$ cat src/rtl/uart_rx.sv
// 8N1 UART receiver: two-flop input synchronizer, mid-bit oversampling,
// start-glitch rejection and stop-bit framing check.
module uart_rx #(
  parameter int CLKS_PER_BIT = 16
) (
  input  logic       clk,
  input  logic       rst,
  input  logic       rxd,
  output logic [7:0] word,
  output logic       recieve_ready,
  output logic       frame_err,
  output logic       busy,
  output logic [2:0] dbg_state
);

  localparam int CW = $clog2(CLKS_PER_BIT);
  localparam logic [CW-1:0] LAST = CW'(CLKS_PER_BIT - 1);
  localparam logic [CW-1:0] MID  = CW'(CLKS_PER_BIT / 2 - 1);

  typedef enum logic [2:0] {
    IDLE      = 3'd0,
    START     = 3'd1,
    DATA      = 3'd2,
    STOP      = 3'd3,
    WAIT_HIGH = 3'd4
  } state_t;

  state_t        state, state_n;
  logic          sync1, rxd_s;
  logic [CW-1:0] cnt, cnt_n;
  logic [2:0]    bit_idx, bit_idx_n;
  logic [7:0]    shift, shift_n;
  logic [7:0]    word_n;
  logic          rdy_n, ferr_n;

  assign dbg_state = state;

  // rxd is asynchronous; only the second flop output is ever used.
  always_ff @(posedge clk or negedge rst) begin
    if (!rst) begin
      sync1 <= 1'b1;
      rxd_s <= 1'b1;
    end else begin
      sync1 <= rxd;
      rxd_s <= sync1;
    end
  end

  always_ff @(posedge clk or negedge rst) begin
    if (!rst) begin
      state         <= IDLE;
      cnt           <= '0;
      bit_idx       <= '0;
      shift         <= '0;
      word          <= '0;
      recieve_ready <= 1'b0;
      frame_err     <= 1'b0;
      busy          <= 1'b0;
    end else begin
      state         <= state_n;
      cnt           <= cnt_n;
      bit_idx       <= bit_idx_n;
      shift         <= shift_n;
      word          <= word_n;
      recieve_ready <= rdy_n;
      frame_err     <= ferr_n;
      busy          <= (state_n != IDLE);
    end
  end

  // recieve_ready is a one-cycle valid with no ready: the consumer cannot
  // stall the line, so word must be captured on the pulse or it may be lost.
  always_comb begin
    state_n   = state;
    cnt_n     = cnt;
    bit_idx_n = bit_idx;
    shift_n   = shift;
    word_n    = word;
    rdy_n     = 1'b0;
    ferr_n    = 1'b0;
    case (state)
      IDLE: begin
        if (!rxd_s) begin
          state_n = START;
          cnt_n   = '0;
        end
      end
      START: begin
        if (cnt == MID) begin
          cnt_n = '0;
          if (!rxd_s) begin
            state_n   = DATA;
            bit_idx_n = 3'd0;
          end else begin
            state_n = IDLE;
          end
        end else begin
          cnt_n = cnt + 1'b1;
        end
      end
      DATA: begin
        if (cnt == LAST) begin
          cnt_n            = '0;
          shift_n[bit_idx] = rxd_s;
          if (bit_idx == 3'd7) state_n = STOP;
          else                 bit_idx_n = bit_idx + 3'd1;
        end else begin
          cnt_n = cnt + 1'b1;
        end
      end
      STOP: begin
        if (cnt == LAST) begin
          cnt_n = '0;
          if (rxd_s) begin
            word_n  = shift;
            rdy_n   = 1'b1;
            state_n = IDLE;
          end else begin
            ferr_n  = 1'b1;
            state_n = WAIT_HIGH;
          end
        end else begin
          cnt_n = cnt + 1'b1;
        end
      end
      // A held-low break must return high before a new start is recognised.
      WAIT_HIGH: begin
        if (rxd_s) state_n = IDLE;
      end
      default: state_n = IDLE;
    endcase
  end

endmodule

$ cat config.mk
export PLATFORM = sky130hd
export DESIGN_NAME = uart_rx
export DESIGN_NICKNAME = d
export VERILOG_FILES = /design/src/rtl/uart_rx.sv
export SDC_FILE = /design/constraint.sdc
export NUM_CORES = 1
export LEC_CHECK = 0
export BUFFER_PORTS_ARGS = -buffer_cell sky130_fd_sc_hd__buf_2
export CORE_AREA = 4 4 55 57
export DETAILED_ROUTE_END_ITERATION = 10
export DIE_AREA = 0 0 59 61
export GPL_TIMING_DRIVEN = 0
export HOLD_SLACK_MARGIN = 0.05
export MAX_ROUTING_LAYER = met4
export PLACE_DENSITY_LB_ADDON = 0.1
export SETUP_SLACK_MARGIN = 0.1
export SYNTH_ARGS = -nofsm -noshare
export SYNTH_HDL_FRONTEND = slang
export SYNTH_SLANG_ARGS = --single-unit
$ cat constraint.sdc
create_clock -name clk -period 2.7 [get_ports clk]
set_clock_uncertainty 0.05 [all_clocks]
set_input_delay 0.27 -clock clk [delete_from_list [all_inputs] [get_ports clk]]
set_output_delay 0.27 -clock clk [all_outputs]
set_load 0.02 [all_outputs]
==> results of run 1 <==
state kept, by name, indices dropped and copies added (netlist names):
| name | cells |
|---|---|
| bit_idx | 3 |
| cnt | 4 |
| busy | 1 |
| shift | 8 |
| rxd_s | 1 |
| dbg_state | 3 |
| word | 8 |
| recieve_ready | 1 |
| sync1 | 1 |
| frame_err | 1 |
kinds of logic (layout without fill, tap and decap cells):
| family | after synthesis | after routing | synth area share (%) |
|---|---|---|---|
| and+or+nand+nor | 32 | 32 | 13.7 |
| buffers and inverters | 11 | 37 | 4.68 |
| DFF | 31 | 31 | 53.9 |
| adders and majority gates | 3 | 3 | 2.60 |
| AOI/OAI and AO/OA | 27 | 27 | 13.0 |
| muxes | 13 | 13 | 12.1 |
layout by cell type (no fill, tap or decap), drive strengths merged, types with 2 or more instances in the layout:
cell type / synthesis / layout
ha: 3 / 3
nor2: 2 / 2
or3: 3 / 3
o31ai: 6 / 6
mux2: 12 / 12
dfstp: 2 / 2
dlygate4sd3: 0 / 2
inv: 5 / 5
o21ai: 8 / 8
a22o: 3 / 3
nand2b: 3 / 3
buf: 6 / 22
nand2: 9 / 9
dfrtp: 29 / 29
nand3: 4 / 4
a21oi: 3 / 3
a21o: 2 / 2
nor3: 6 / 6
clkbuf: 0 / 7
what timing repair did:
action,4_1_cts,5_1_grt
hold buffers,2,0
setup endpoints to repair,0,0
endpoints found under the hold margin,30,0
per-stage QoR:
step           hold WS [ns]  power [uW]
3_5_place_dp          0.290         921
4_1_cts               0.311        1200
6_report              0.309        1190
5_1_grt               0.322        1270
2_1_floorplan       -0.0756         832
3_3_place_gp          0.281         901
critical path, delay by kind of cell, from the launching register on:
kind          cells  cell delay [ns]
simple gates      3             0.59
buf+inv           1             0.15
flops             1             0.40
mux               1             0.33
fa+ha+maj         1             0.30
worst min-delay path by stage:
stage | to | slack [ns] | cells past startpoint
detailed placement | word[7] | 0.29 | 1
global route | rxd_s | 0.32 | 0
CTS | rxd_s | 0.31 | 0
finish | rxd_s | 0.31 | 0
floorplan | bit_idx[0] | -0.08 | 0
global placement | word[7] | 0.28 | 1
layer usage:
| metal | part of all wire, % | wire [um] | track usage [%] |
|---|---|---|---|
| met1 | 44 | 1090 | 20.2 |
| met3 | 5.8 | 144 | 4.47 |
| met2 | 48 | 1180 | 28.5 |
| met5 | 0 | 0 | - |
| met4 | 2.1 | 53 | 7.77 |
area by class of cell:
type	instances	area share, %
clock buffers	7	3.35
multi-input cells	75	36.4
plain buffers	6	2.97
inverters	5	1.14
flip-flops and latches	31	47.4
repair buffers	18	6.10
well taps	30	2.29
clock inverters	1	0.305
power breakdown:
group	total [uW]	switching, uW	internal, uW	leakage, uW
sequential	563	40.6	523	0.000409
clock	279	153	126	0.0000353
combinational	350	204	146	0.000412
total	1190	398	794	0.000856
==> out/results.tsv, run 1 <==
stage	metric	value	unit
outcome	status	complete, no violations	
place	hpwl	1.80	mm
power_and_ir_drop	p_leak	0.000856	uW
synth	yosysWarnings	0	
cts	cts_setup_buffers	0	
finish	seqCellArea	778	um2
route	drt-pass1-iter-count	4	
floorplanning	start_util	58.3	%
finish	fin_nets	148	
synth	synth_cell_types	34	
place	portBuffers	16	
place	dp.cells	163	
synth	synth-seq-cells	31	
setup_path	critPathLaunchType	flop	
power_and_ir_drop	powerDensity	726	nW/um2
timing	setup_viol	0	
floorplanning	die_y	61	um
cts	root_buffer	clkbuf_4	
setup_path	crit_chain	ha_1 > nand4b_4 > or3_1 > buf_6 > nor3_4 > mux2_1	
global_routing	grt_overflow	0	
finish	design_area	1640	um2
timing	tns	0	ns
setup_path	worstSetupPathType	flop to flop	
place	pre_cts_slack	0.782	ns
timing	relSlewSlack	55.9	%
synth	syn_nets	123	
hold_path	worstHoldStart	sync1	
setup_path	worst-path-max-fanout	7	
route	wl	2.47	mm
route	route.detailed.drc	0	
route	avgRoutedWirePerCell	14.3	um
global_routing	grt_pass1_vias	974	
setup_path	r2r_start	cnt[0]	
timing	tightest_slew	0.661	ns
global_routing	grt_max_degree	32	
timing	layout_min_cycle_time	1.92	ns
finish	final.fill_count	209	
synth	postSynthCellCount	117	
setup_path	rrSetupSlack	0.78	ns
finish	fin_cells	173	
setup_path	critPathLaunch	cnt[0]	
setup_path	cp_slowest_cell	dfrtp_1	
finish	drive_gt1_share	32.2	%
floorplanning	placementRows	18	
job	drv_cap	0	
setup_path	worst_r2r_path_depth	6	
cts	htree_levels	2	
setup_path	arrival	2.09	ns
cts	numCtsBuffers	5	
cts	path_clk_slew	0.09	ns
global_routing	antenna_found_initial	0	
synth	ys.flop_type	dfrtp_1	
floorplanning	dieArea	3600	um2
synth	post_synth.cell_area_avg	12.3	um2
finish	fin_util	66.3	%
synth	synth_edf_count	0	
synth	ys_seq_area_share	53.9	%
timing	finalHoldViolCount	0	
timing	fin_ws	0.776	ns
floorplanning	core	2480	um2
place	placed_area	1560	um2
route	viasPerCell	5.72	
finish	multiInputGateArea	598	um2
cts	cts_buffer_depth	2	
floorplanning	ios	17	
synth	yosys.area.top_type	dfrtp_1	
synth	syn_area	1440	um2
cts	clk_latency	0.32	ns
synth	synth_area_leaders	dfrtp_1 50%, mux2_4 8.3%, dfstp_2 3.6%, o31ai_1 3.1%, ha_1 2.6%	
timing	fin_crit_sh	71.3	%
synth	synth_commonest_cells	29 x dfrtp_1, 9 x nand2_1, 8 x mux2_4	
setup_path	reg2reg_to	shift[0]	
floorplanning	chipWidth	59	um
global_routing	track_usage	17.4	%
timing	max_freq	520	MHz
timing	drv_slew	0	
route	vias	989	
cts	cts_tree	done	
setup_path	worstPathRequired	2.86	ns
cts	cts_sinks	31	
setup_path	endpoint	shift[0]	
hold_path	hold_path.class	flop to flop	
power_and_ir_drop	ir_worst_vdd	0.743	mV
global_routing	grt_pass1_wl	4.38	mm
synth	synth_top_area_share	50.3	%
setup_path	critPathMaxStageDelay	0.40	ns
timing	rsz0062_at_grt	false	
route	antenna_left	0	
synth	async_flop_share	100	%
finish	insertedDiodeCount	0	
finish	areaGrowthSynthToFinish	13.7	%
setup_path	endpoint_kind	flop	
cts	cts_resized	0	
synth	yosysMostFrequentCell	dfrtp_1	
place	globalplace.congestion	0.811	
route	drt_iter0_markers	53	
No activity file was read; power rests on OpenSTA's default activity.
==> run 2: changes to the inputs <==
--- a/config.mk
+++ b/config.mk
@@ -6,9 +6,9 @@
 export NUM_CORES = 1
 export LEC_CHECK = 0
 export BUFFER_PORTS_ARGS = -buffer_cell sky130_fd_sc_hd__buf_2
-export CORE_AREA = 4 4 55 57
+export CORE_AREA = 4 4 56 58
 export DETAILED_ROUTE_END_ITERATION = 10
-export DIE_AREA = 0 0 59 61
+export DIE_AREA = 0 0 60 62
 export GPL_TIMING_DRIVEN = 0
 export HOLD_SLACK_MARGIN = 0.05
 export MAX_ROUTING_LAYER = met4
==> constraint.sdc (replaced) <==
create_clock -name clk -period 1.97 [get_ports clk]
set_clock_uncertainty 0.05 [all_clocks]
set_input_delay 0.197 -clock clk [delete_from_list [all_inputs] [get_ports clk]]
set_output_delay 0.197 -clock clk [all_outputs]
set_load 0.02 [all_outputs]
==> out/results.tsv, run 2 (synthesis results as in run 1) <==
stage	metric	value	unit	change
power_and_ir_drop	powerDensity	1080	nW/um2	was 726 nW/um2
place	placed_area	1560	um2	about the same
place	dp.cells	164		was 163
timing	drv_slew	0		unchanged
cts	cts_buffer_depth	2		unchanged
place	globalplace.congestion	0.790		was 0.811
floorplanning	core	2660	um2	was 2480 um2
cts	cts_sinks	31		unchanged
finish	multiInputGateArea	619	um2	was 598 um2
finish	final.fill_count	215		was 209
floorplanning	chipWidth	60	um	was 59 um
setup_path	arrival	1.97	ns	was 2.09 ns
timing	tightest_slew	0.677	ns	was 0.661 ns
timing	relSlewSlack	54.9	%	was 55.9%
finish	layout_commonest_cell	dfrtp_1		unchanged
hold_path	hold_path.class	flop to flop		unchanged
global_routing	grt_pass1_wl	4.31	mm	was 4.38 mm
finish	fin_cells	175		was 173
route	viasPerCell	5.69		was 5.72
timing	fin_crit_sh	91.4	%	was 71.3%
cts	cts_tree	done		unchanged
finish	fin_nets	149		was 148
place	hpwl	1.76	mm	was 1.80 mm
route	avgRoutedWirePerCell	15.2	um	was 14.3 um
finish	insertedDiodeCount	0		unchanged
setup_path	critPathLaunchType	flop		unchanged
power_and_ir_drop	ir_worst_vdd	0.954	mV	was 0.743 mV
finish	seqCellArea	779	um2	was 778 um2
global_routing	antenna_found_initial	0		unchanged
floorplanning	start_util	54.2	%	was 58.3%
setup_path	endpoint_kind	flop		unchanged
finish	areaGrowthSynthToFinish	17.7	%	was 13.7%
floorplanning	placementRows	19		was 18
cts	clk_latency	0.33	ns	was 0.32 ns
outcome	status	complete, no violations		unchanged
route	route.detailed.drc	0		unchanged
finish	fin_util	63.8	%	was 66.3%
cts	root_buffer	clkbuf_4		unchanged
place	portBuffers	16		unchanged
route	antenna_left	0		unchanged
cts	path_clk_slew	0.10	ns	was 0.09 ns
setup_path	worstSetupPathType	flop to flop		unchanged
finish	drive_gt1_share	36.1	%	was 32.2%
setup_path	worst-path-max-fanout	10		was 7
power_and_ir_drop	p_leak	0.000874	uW	was 0.000856 uW
timing	finalHoldViolCount	0		unchanged
global_routing	grt_overflow	0		unchanged
timing	rsz0062_at_grt	false		unchanged
route	drt_iter0_markers	21		was 53
timing	tns	0	ns	unchanged
global_routing	grt_pass1_vias	963		was 974
finish	layout_common_cells	28 x dfrtp_1, 19 x buf_2, 9 x nand2_1, 9 x mux2_4, 6 x o31ai_1		was 29 x dfrtp_1, 19 x buf_2, 9 x nand2_1
cts	htree_levels	2		unchanged
setup_path	worstPathRequired	2.14	ns	was 2.86 ns
floorplanning	ios	17		unchanged
route	vias	996		was 989
timing	layout_min_cycle_time	1.80	ns	was 1.92 ns
job	drv_cap	0		unchanged
route	wl	2.66	mm	was 2.47 mm
floorplanning	die_y	62	um	was 61 um
global_routing	grt_max_degree	32		unchanged
route	drt-pass1-iter-count	4		unchanged
cts	numCtsBuffers	5		unchanged
floorplanning	dieArea	3720	um2	was 3600 um2
global_routing	track_usage	16.4	%	was 17.4%
timing	setup_viol	0		unchanged
timing	max_freq	555	MHz	was 520 MHz
finish	design_area	1700	um2	was 1640 um2
finish	top_regs	shift (8), word (8), cnt (4)		unchanged
-- run 2: worst paths after layout --
check	from	endpoint	slack, ns	cells after the start
min in group asynchronous	rst	recieve_ready	0.39	2
hold reg to reg	sync1	rxd_s	0.32	0
hold / removal	sync1	rxd_s	0.32	0
max in group asynchronous	rst	dbg_state[0]	1.01	2
setup / recovery	dbg_state[2]	shift[0]	0.17	6
setup reg to reg	dbg_state[2]	shift[0]	0.17	6
-- run 2: cell type report --
cell class	count	area share [%]
Timing Repair Buffer	19	6.33
Multi-Input combinational cell	75	36.5
Inverter	5	1.10
Sequential cell	31	45.9
Tap cell	31	2.28
Clock inverter	2	2.06
Buffer	6	2.87
Clock buffer	6	3.02
-- run 2: repair_timing --
| item | 4_1_cts | 5_1_grt |
|---|---|---|
| hold endpoints to repair | 30 | 0 |
| setup endpoints to repair | 2 | 2 |
| setup buffers | 0 | 1 |
| hold buffers | 2 | 0 |
| gates resized for setup | 1 | 4 |
-- run 2: critical path: stages, from the launching register on --
cell	delay, ns
dfrtp_1	0.40
buf_6	0.14
nand4b_4	0.19
or3_4	0.34
buf_6	0.14
nor3_4	0.11
mux2_4	0.31
-- run 2: power by group --
group	leakage (uW)	internal (uW)	switching, uW
Combinational	0.000418	231	291
Sequential	0.000408	718	61.6
Clock	0.0000482	300	227
-- run 2: through the flow --
step | power [uW] | worst slack (ns) | hold WS, ns
after floorplan | 1140 | 0.138 | -0.149
after global placement | 1240 | 0.0951 | 0.215
after detailed placement | 1260 | 0.0821 | 0.225
after CTS | 1790 | 0.110 | 0.323
final | 1830 | 0.170 | 0.319
after global routing | 1950 | 0.0931 | 0.326
-- run 2: routing by layer --
metal  up-vias  global-route usage, %  routed length, um
met4         0                   7.91                 39
met2        14                   25.5               1310
met3         4                   3.93                 93
met1       499                   20.3               1220
li1        479                      -                  -
met5         -                      -                  0
==> run 3: changes to the inputs <==
--- a/config.mk
+++ b/config.mk
@@ -7,12 +7,14 @@
 export LEC_CHECK = 0
 export BUFFER_PORTS_ARGS = -buffer_cell sky130_fd_sc_hd__buf_2
 export CORE_AREA = 4 4 56 58
+export CTS_CLUSTER_DIAMETER = 50
 export DETAILED_ROUTE_END_ITERATION = 10
 export DIE_AREA = 0 0 60 62
 export GPL_TIMING_DRIVEN = 0
 export HOLD_SLACK_MARGIN = 0.05
 export MAX_ROUTING_LAYER = met4
 export PLACE_DENSITY_LB_ADDON = 0.1
+export REMOVE_ABC_BUFFERS = 1
 export SETUP_SLACK_MARGIN = 0.1
 export SYNTH_ARGS = -nofsm -noshare
 export SYNTH_HDL_FRONTEND = slang
==> out/results.tsv, run 3 (synthesis results as in run 1) <==
stage	metric	value	unit	change
cts	cts_setup_buffers	0		unchanged
cts	cts_sinks	31		unchanged
global_routing	grt_pass1_vias	948		was 963
timing	relSlewSlack	55.4	%	was 54.9%
floorplanning	dieArea	3720	um2	unchanged
global_routing	grt_max_degree	32		unchanged
route	viasPerCell	5.71		was 5.69
timing	rsz0062_at_grt	false		unchanged
cts	cts_buffer_depth	2		unchanged
setup_path	worst_r2r_path_depth	4		was 6
route	wl	2.51	mm	was 2.66 mm
power_and_ir_drop	p_leak	0.000822	uW	was 0.000874 uW
hold_path	hold_path.class	flop to flop		unchanged
floorplanning	start_util	54.2	%	unchanged
setup_path	critPathMaxStageDelay	0.51	ns	was 0.40 ns
place	placed_area	1510	um2	was 1560 um2
timing	setup_viol	0		unchanged
setup_path	cp_slowest_cell	dfrtp_1		unchanged
timing	fin_crit_sh	92.3	%	was 91.4%
floorplanning	core	2660	um2	unchanged
finish	fin_cells	168		was 175
floorplanning	placementRows	19		unchanged
setup_path	worst-path-buf-inv	0		was 2
setup_path	r2r_start	dbg_state[2]		unchanged
hold_path	min_delay_path_depth	0		unchanged
route	avgRoutedWirePerCell	15.0	um	was 15.2 um
place	pre_cts_slack	-0.0104	ns	was 0.0821 ns
setup_path	crit_chain	nand4b_4 > or3_4 > nor3_4 > mux2_1		was buf_6 > nand4b_4 > or3_4 > buf_6 > nor3_4 > mux2_4
timing	layout_min_cycle_time	1.82	ns	was 1.80 ns
global_routing	grt_overflow	0		unchanged
finish	layout_common_cells	29 x dfrtp_1, 16 x buf_2, 9 x nand2_1		was 28 x dfrtp_1, 19 x buf_2, 9 x nand2_1, 9 x mux2_4, 6 x o31ai_1
global_routing	track_usage	16.6	%	was 16.4%
job	drv_cap	0		unchanged
power_and_ir_drop	power.total	1590	uW	was 1830 uW
place	hpwl	1.79	mm	was 1.76 mm
cts	path_clk_slew	0.09	ns	was 0.10 ns
cts	clk_latency	0.32	ns	was 0.33 ns
global_routing	grt_pass1_wl	4.31	mm	unchanged
finish	layout_commonest_cell	dfrtp_1		unchanged
finish	insertedDiodeCount	0		unchanged
power_and_ir_drop	powerDensity	986	nW/um2	was 1080 nW/um2
setup_path	worst-path-max-fanout	11		was 10
global_routing	antenna_found_initial	0		unchanged
cts	numCtsBuffers	5		unchanged
setup_path	worstPathRequired	2.12	ns	was 2.14 ns
setup_path	crit_family	simple AND/OR/NAND/NOR gates		unchanged
route	vias	960		was 996
finish	areaGrowthSynthToFinish	11.6	%	was 17.7%
timing	max_freq	550	MHz	was 555 MHz
setup_path	arrival	1.97	ns	about the same
timing	drv_slew	0		unchanged
cts	root_buffer	clkbuf_4		unchanged
cts	htree_levels	2		unchanged
cts	cts_tree	done		unchanged
finish	top_regs	shift (8), word (8), cnt (4)		unchanged
power_and_ir_drop	ir_worst_vdd	0.636	mV	was 0.954 mV
place	portBuffers	16		unchanged
route	drt_iter0_markers	42		was 21
timing	tns	0	ns	unchanged
floorplanning	chipWidth	60	um	unchanged
route	route.detailed.drc	0		unchanged
setup_path	critPathLaunchType	flop		unchanged
setup_path	rrSetupSlack	0.15	ns	was 0.17 ns
finish	drive_gt1_share	31.4	%	was 36.1%
place	dp.cells	158		was 164
timing	fin_ws	0.152	ns	was 0.170 ns
hold_path	worstHoldStart	sync1		unchanged
finish	fin_nets	142		was 149
floorplanning	die_y	62	um	unchanged
place	globalplace.congestion	0.780		was 0.790
route	antenna_left	0		unchanged
setup_path	endpoint_kind	flop		unchanged
finish	design_area	1610	um2	was 1700 um2
timing	tightest_slew	0.669	ns	was 0.677 ns
setup_path	worstSetupPathType	flop to flop		unchanged
setup_path	reg2reg_to	shift[0]		unchanged
hold_path	min_to	rxd_s		unchanged
outcome	status	complete, no violations		unchanged
timing	finalHoldViolCount	0		unchanged
floorplanning	ios	17		unchanged
route	drt-pass1-iter-count	4		unchanged
run 3: repair_timing:
action / CTS / global route
gates resized for setup: 3 / 2
endpoints found under the hold margin: 30 / 0
hold buffers: 2 / 0
setup endpoints to repair: 10 / 2
run 3: layer usage:
metal	wire length, um	part of all wire, %	GRT usage (%)
met1	1120	44	18.6
met2	1240	49	27.8
met3	127	5.1	5.58
met4	32	1.3	5.70
met5	0	0	-
run 3: area by class of cell:
class                           instances  area [um2]
Timing Repair Buffer                   18         100
Tap cell                               31        38.8
Fill cell                             217        1050
Clock buffer                            7        45.0
Inverter                                5        18.8
Clock inverter                          1        5.00
Sequential cell                        31         778
Multi-Input combinational cell         75         626
run 3: worst max path at each step:
stage            startpoint  endpoint  slack, ns  depth (start not counted)
2_1_floorplan  dbg_state[0]  shift[0]       0.16                          4
3_3_place_gp         cnt[0]  shift[0]       0.05                          5
3_5_place_dp         cnt[0]   word[5]      -0.01                          4
4_1_cts              cnt[0]  shift[0]       0.14                          5
5_1_grt        dbg_state[2]  shift[0]       0.10                          4
6_report       dbg_state[2]  shift[0]       0.15                          4
run 3: power breakdown:
group,internal (uW),switching (uW),total (uW)
clock network,139,197,335
logic,195,213,408
registers,716,129,845
total,1050,539,1590
run 3: metrics by stage:
step	util (%)	hold WS, ns
2_1_floorplan	-	-0.149
3_3_place_gp	56.9	0.213
3_5_place_dp	56.9	0.229
4_1_cts	60.0	0.313
5_1_grt	60.5	0.317
6_report	60.5	0.310
run 3: worst reg2reg max path, cell delays in order, from the launching register on:
cell      delay [ns]
dfrtp_1         0.51
nand4b_4        0.26
or3_4           0.41
nor3_4          0.13
mux2_1          0.33
